### src/rtl/prbs_sat_counter.sv
`default_nettype none
// +--------------------------------------------------------------------+
// | prbs_sat_counter                                                    |
// | Saturating accumulator with synchronous clear; clear beats an add.  |
// | Rev 1.0                                                             |
// +--------------------------------------------------------------------+
module prbs_sat_counter #(
    parameter int WIDTH = 32,
    parameter int INC_W = 1
) (
    input  logic             clk,
    input  logic             rst,
    input  logic             clr,
    input  logic             en,
    input  logic [INC_W-1:0] amount,
    output logic [WIDTH-1:0] count
);

    logic [WIDTH-1:0] r_count;
    logic [WIDTH:0]   w_sum;

    assign w_sum = {1'b0, r_count} + (WIDTH + 1)'(amount);

    always_ff @(posedge clk) begin
        if (rst || clr) begin
            r_count <= '0;
        end else if (en) begin
            r_count <= w_sum[WIDTH] ? '1 : w_sum[WIDTH-1:0];
        end
    end

    assign count = r_count;

endmodule
`default_nettype wire

### config.mk
export PLATFORM = sky130hd
export DESIGN_NAME = prbs_sat_counter
export DESIGN_NICKNAME = d
export VERILOG_FILES = /design/src/rtl/prbs_sat_counter.sv
export SDC_FILE = /design/constraint.sdc
export NUM_CORES = 1
export LEC_CHECK = 0
export CAP_MARGIN = 25
export CELL_PAD_IN_SITES_DETAIL_PLACEMENT = 1
export CELL_PAD_IN_SITES_GLOBAL_PLACEMENT = 1
export CORE_UTILIZATION = 36
export DETAILED_ROUTE_END_ITERATION = 8
export PLACE_DENSITY_LB_ADDON = 0.1
export SYNTH_ARGS = -nofsm -noshare
export SYNTH_HDL_FRONTEND = slang
export SYNTH_SLANG_ARGS = --single-unit
### constraint.sdc
create_clock -name clk -period 2.7 [get_ports clk]
set_input_delay 0.54 -clock clk [delete_from_list [all_inputs] [get_ports clk]]
set_output_delay 0.54 -clock clk [all_outputs]
set_load 0.02 [all_outputs]
== Word level (Yosys, flattened, before mapping) ==
Cells that the tools add are included.

* Word-level logic and storage cells: 4
* Bits of input ports: 5
* Register bits: 32
* Output and inout port bits: 32

* Add/sub/neg operators: 1
* Reduce and logical (&&, ||, !) cells: 1
* Muxes and demuxes: 1

{| class="wikitable"
|+ Operator list
! operator !! number
|-
| $add 32x1->33 || 1
|-
| $mux 32 || 1
|-
| $logic_or 1x1->1 || 1
|}

== Depth between registers and ports, before layout ==
* Depth after elaboration: 2
* Gate-level depth with buffers: 6
* Gate-level depth less buffers: 5

== Worst setup path after synthesis ==
OpenSTA, ideal clock, no wires.

* Path type: input-to-reg
* Start: input amount
* End: register r_count[28], in the netlist count[28]
* Arrival: 2.161 ns
* Setup time: 0.070 ns
* Path buffers: 1
* Required time: 2.630 ns
* Path slack: 0.469 ns
* Cell stages on the path: 6
* Cell sequence: ha_1 -> nand3_2 -> or4_1 -> buf_2 -> or4_1 -> a21oi_1

* Cells in the longest elaborated chain, start to end: 2

{| class="wikitable"
|+ RTL lines
! item !! line !! RTL
|-
| start, declared || 15 || <nowiki>input logic [INC_W-1:0] amount,</nowiki>
|-
| $add 32x1->33 || 22 || <nowiki>assign w_sum = {1'b0, r_count} + (WIDTH + 1)'(amount);</nowiki>
|-
| $mux 32 || 28 || <nowiki>r_count <= w_sum[WIDTH] ? '1 : w_sum[WIDTH-1:0];</nowiki>
|-
| end signal, assigned || 28 ||
|-
| end, declared || 19 || <nowiki>logic [WIDTH-1:0] r_count;</nowiki>
|}

No other way between the ends.
A chain may end at the register's enable or synchronous reset.

== Worst setup path after layout ==
* Start: input amount
* End: register r_count[18], in the netlist count[18]

Same word-level chain as after synthesis.

==> impl_metrics.ini <==
[outcome]
outcome = complete, no violations

[setup_path]
crit_path_end_kind = flop
start_kind = input pin
crit_chain = clkdlybuf4s50_1 > ha_1 > nand3_2 > or4_1 > or4_1 > a31oi_1
crit_type = in -> reg
cpMostUsedCell = or4_1
worstPathMaxFanout = 8
critical_path.slowest_cell = or4_1
critical_path_buf_inv_count = 1
max_stage_delay_ns = 0.64
worstPathArrival_ns = 2.68
path_delay_family = simple AND/OR/NAND/NOR gates
worst_ep_required_time_ns = 2.92

[logic_synthesis]
avgSynthCellArea_um2 = 8.43
synth.most_common_cell = dfxtp_1
yosysWarnings = 0
synth_nets = 202
synth_common_cells = dfxtp_1, a21oi_1, a31oi_1, or4_1, nand2_1
syn_inst = 195
synth_flop_cell = dfxtp_1
ys_types = 35
yosysSeqAreaShare = 0.390
syn-cell-area_um2 = 1640
yosysTopAreaCellShare = 0.390
synth.largest_area_cell = dfxtp_1
synthArstFlopShare = 0
synth_seq_cells = 32
synth.area.top_cells = dfxtp_1, or4_1, a31oi_1
synth_edf_count = 0

[detailed_routing]
drc = 0
final_antenna_net_count = 0
drt_pass1_iterations = 4
vias = 1729
via_per_inst = 5.94
post_drt_wl_per_cell_um = 17.9
drt-total-wl_um = 5210
drt_iter0_drc = 54

[cells_and_area]
fillers = 518
register_area_um2 = 641
largest_reg_flops = 32
area_growth_pct = 33.6
drive_above_1_share = 0.105
finalInstanceArea_um2 = 2200
finalNetCount = 245
multiInputGateArea_um2 = 936
diodes = 0

[flow_run]
drv_cap = 0

[floorplanning]
die_area_um2 = 4840
die_w_um = 69.6
ios = 37
start_util = 0.375
rows = 24
coreArea_um2 = 4380
die_height_um = 69.6

[grt]
grt_usage = 0.223
antenna_found_initial = 0
met1_usage = 0.257
grt_pass1_wl_um = 8600
overflow = 0
first_global_vias = 1756
met3_usage = 0.0509
top_usage_layer = met2
use_met2 = 0.406
grt_max_degree = 33

[cts]
cts_tree = yes
cts_sinks = 32
htree_levels = 2
cts_made_buffers = 5
clockRootBuffer = clkbuf_8
cts-resized-gates = 0
clk_latency_ns = 0.29
post_cts_buffers = 0
clockBufferDepth = 2
clk_pin_slew_worst_paths_ns = 0.07
ctsHoldBuffers = 0

[sta]
max_freq_ghz = 0.406
maxSlewViolCount = 0
holdWs_ns = 0.503
slew_headroom = 0.569
min_period_ns = 2.47
clock_skew_ns = 0.00434
worst_slew_pin_slew_ns = 0.646
hold_viol_final = 0
finalSetupViolCount = 0
rsz0062_at_grt = false
fin_crit_sh = 0.913

[power]
ir_worst_vdd_v = 0.000210
power.total_mw = 0.895
leakagePower_nw = 0.605
powerDensity_nw_per_um2 = 407

[min_path]
min_path_type = reg -> reg

[place]
place_hpwl_um = 3780
numPortBuffers = 36
dpl_cell_area_um2 = 2100
place_congestion = 0.866
## through the flow
stage	util	setup WS [ns]	TNS, ns	cells
after floorplan	-	0.469	0	195
after global placement	0.480	-0.0205	-0.0205	283
after detailed placement	0.480	-0.0557	-0.137	283
after CTS	0.501	0.242	0	291
after global routing	0.501	0.171	0	291
final	0.501	0.234	0	291
## cells by family after synthesis
logic type | share of synthesized area
AO/OA/AOI/OAI | 0.208
XOR/XNOR | 0.0533
adder cells (fa/ha/maj) | 0.0152
buffers and inverters | 0.0411
flip-flops | 0.390
multiplexers | 0.00609
AND/OR/NAND/NOR | 0.287
## power by group
part	total, mW	switching (mW)	internal [mW]	leakage [nW]
Combinational	0.0242	0.0131	0.0111	0.296
Clock	0.397	0.194	0.203	0.0510
Sequential	0.473	0.000765	0.472	0.258
## worst reg2reg max path, cell delays in order (launching register included)
cell     delay (ns)
dfxtp_1        0.46
nand4_1        0.21
or4_1          0.67
buf_4          0.22
or3_1          0.32
a31oi_1        0.20
## layout make-up
type	count	area share
inverters	7	0.0120
clock inverters	2	0.00456
multi-input cells	146	0.426
repair buffers	46	0.198
flip-flops and latches	32	0.292
clock buffers	6	0.0376
well taps	52	0.0296
## path summary, 6_finish.rpt
check | start | end | slack [ns] | depth (start not counted)
setup / recovery | amount | count[18] | 0.23 | 6
setup reg to reg | count[2] | count[15] | 0.54 | 5
hold reg to reg | count[31] | count[31] | 0.50 | 2
hold / removal | count[31] | count[31] | 0.50 | 2
## placed cells by master, fill, tap and decap left out, drive strengths merged, types with 6 or more instances in the layout
master	count
clkdlybuf4s50	36
dfxtp	32
or4	16
a31oi	16
a21oi	16
nand2	13
nand4	12
buf	10
o31ai	9
xnor2	8
inv	7
or3	7
nor2	7
nor3	6
clkbuf	6
## layer usage
| layer | share of wire | routed length, um |
|---|---|---|
| met1 | 0.44 | 2290 |
| met2 | 0.51 | 2670 |
| met3 | 0.032 | 165 |
| met4 | 0.017 | 87 |
| met5 | 0 | 0 |
No activity file was read; power rests on OpenSTA's default activity.
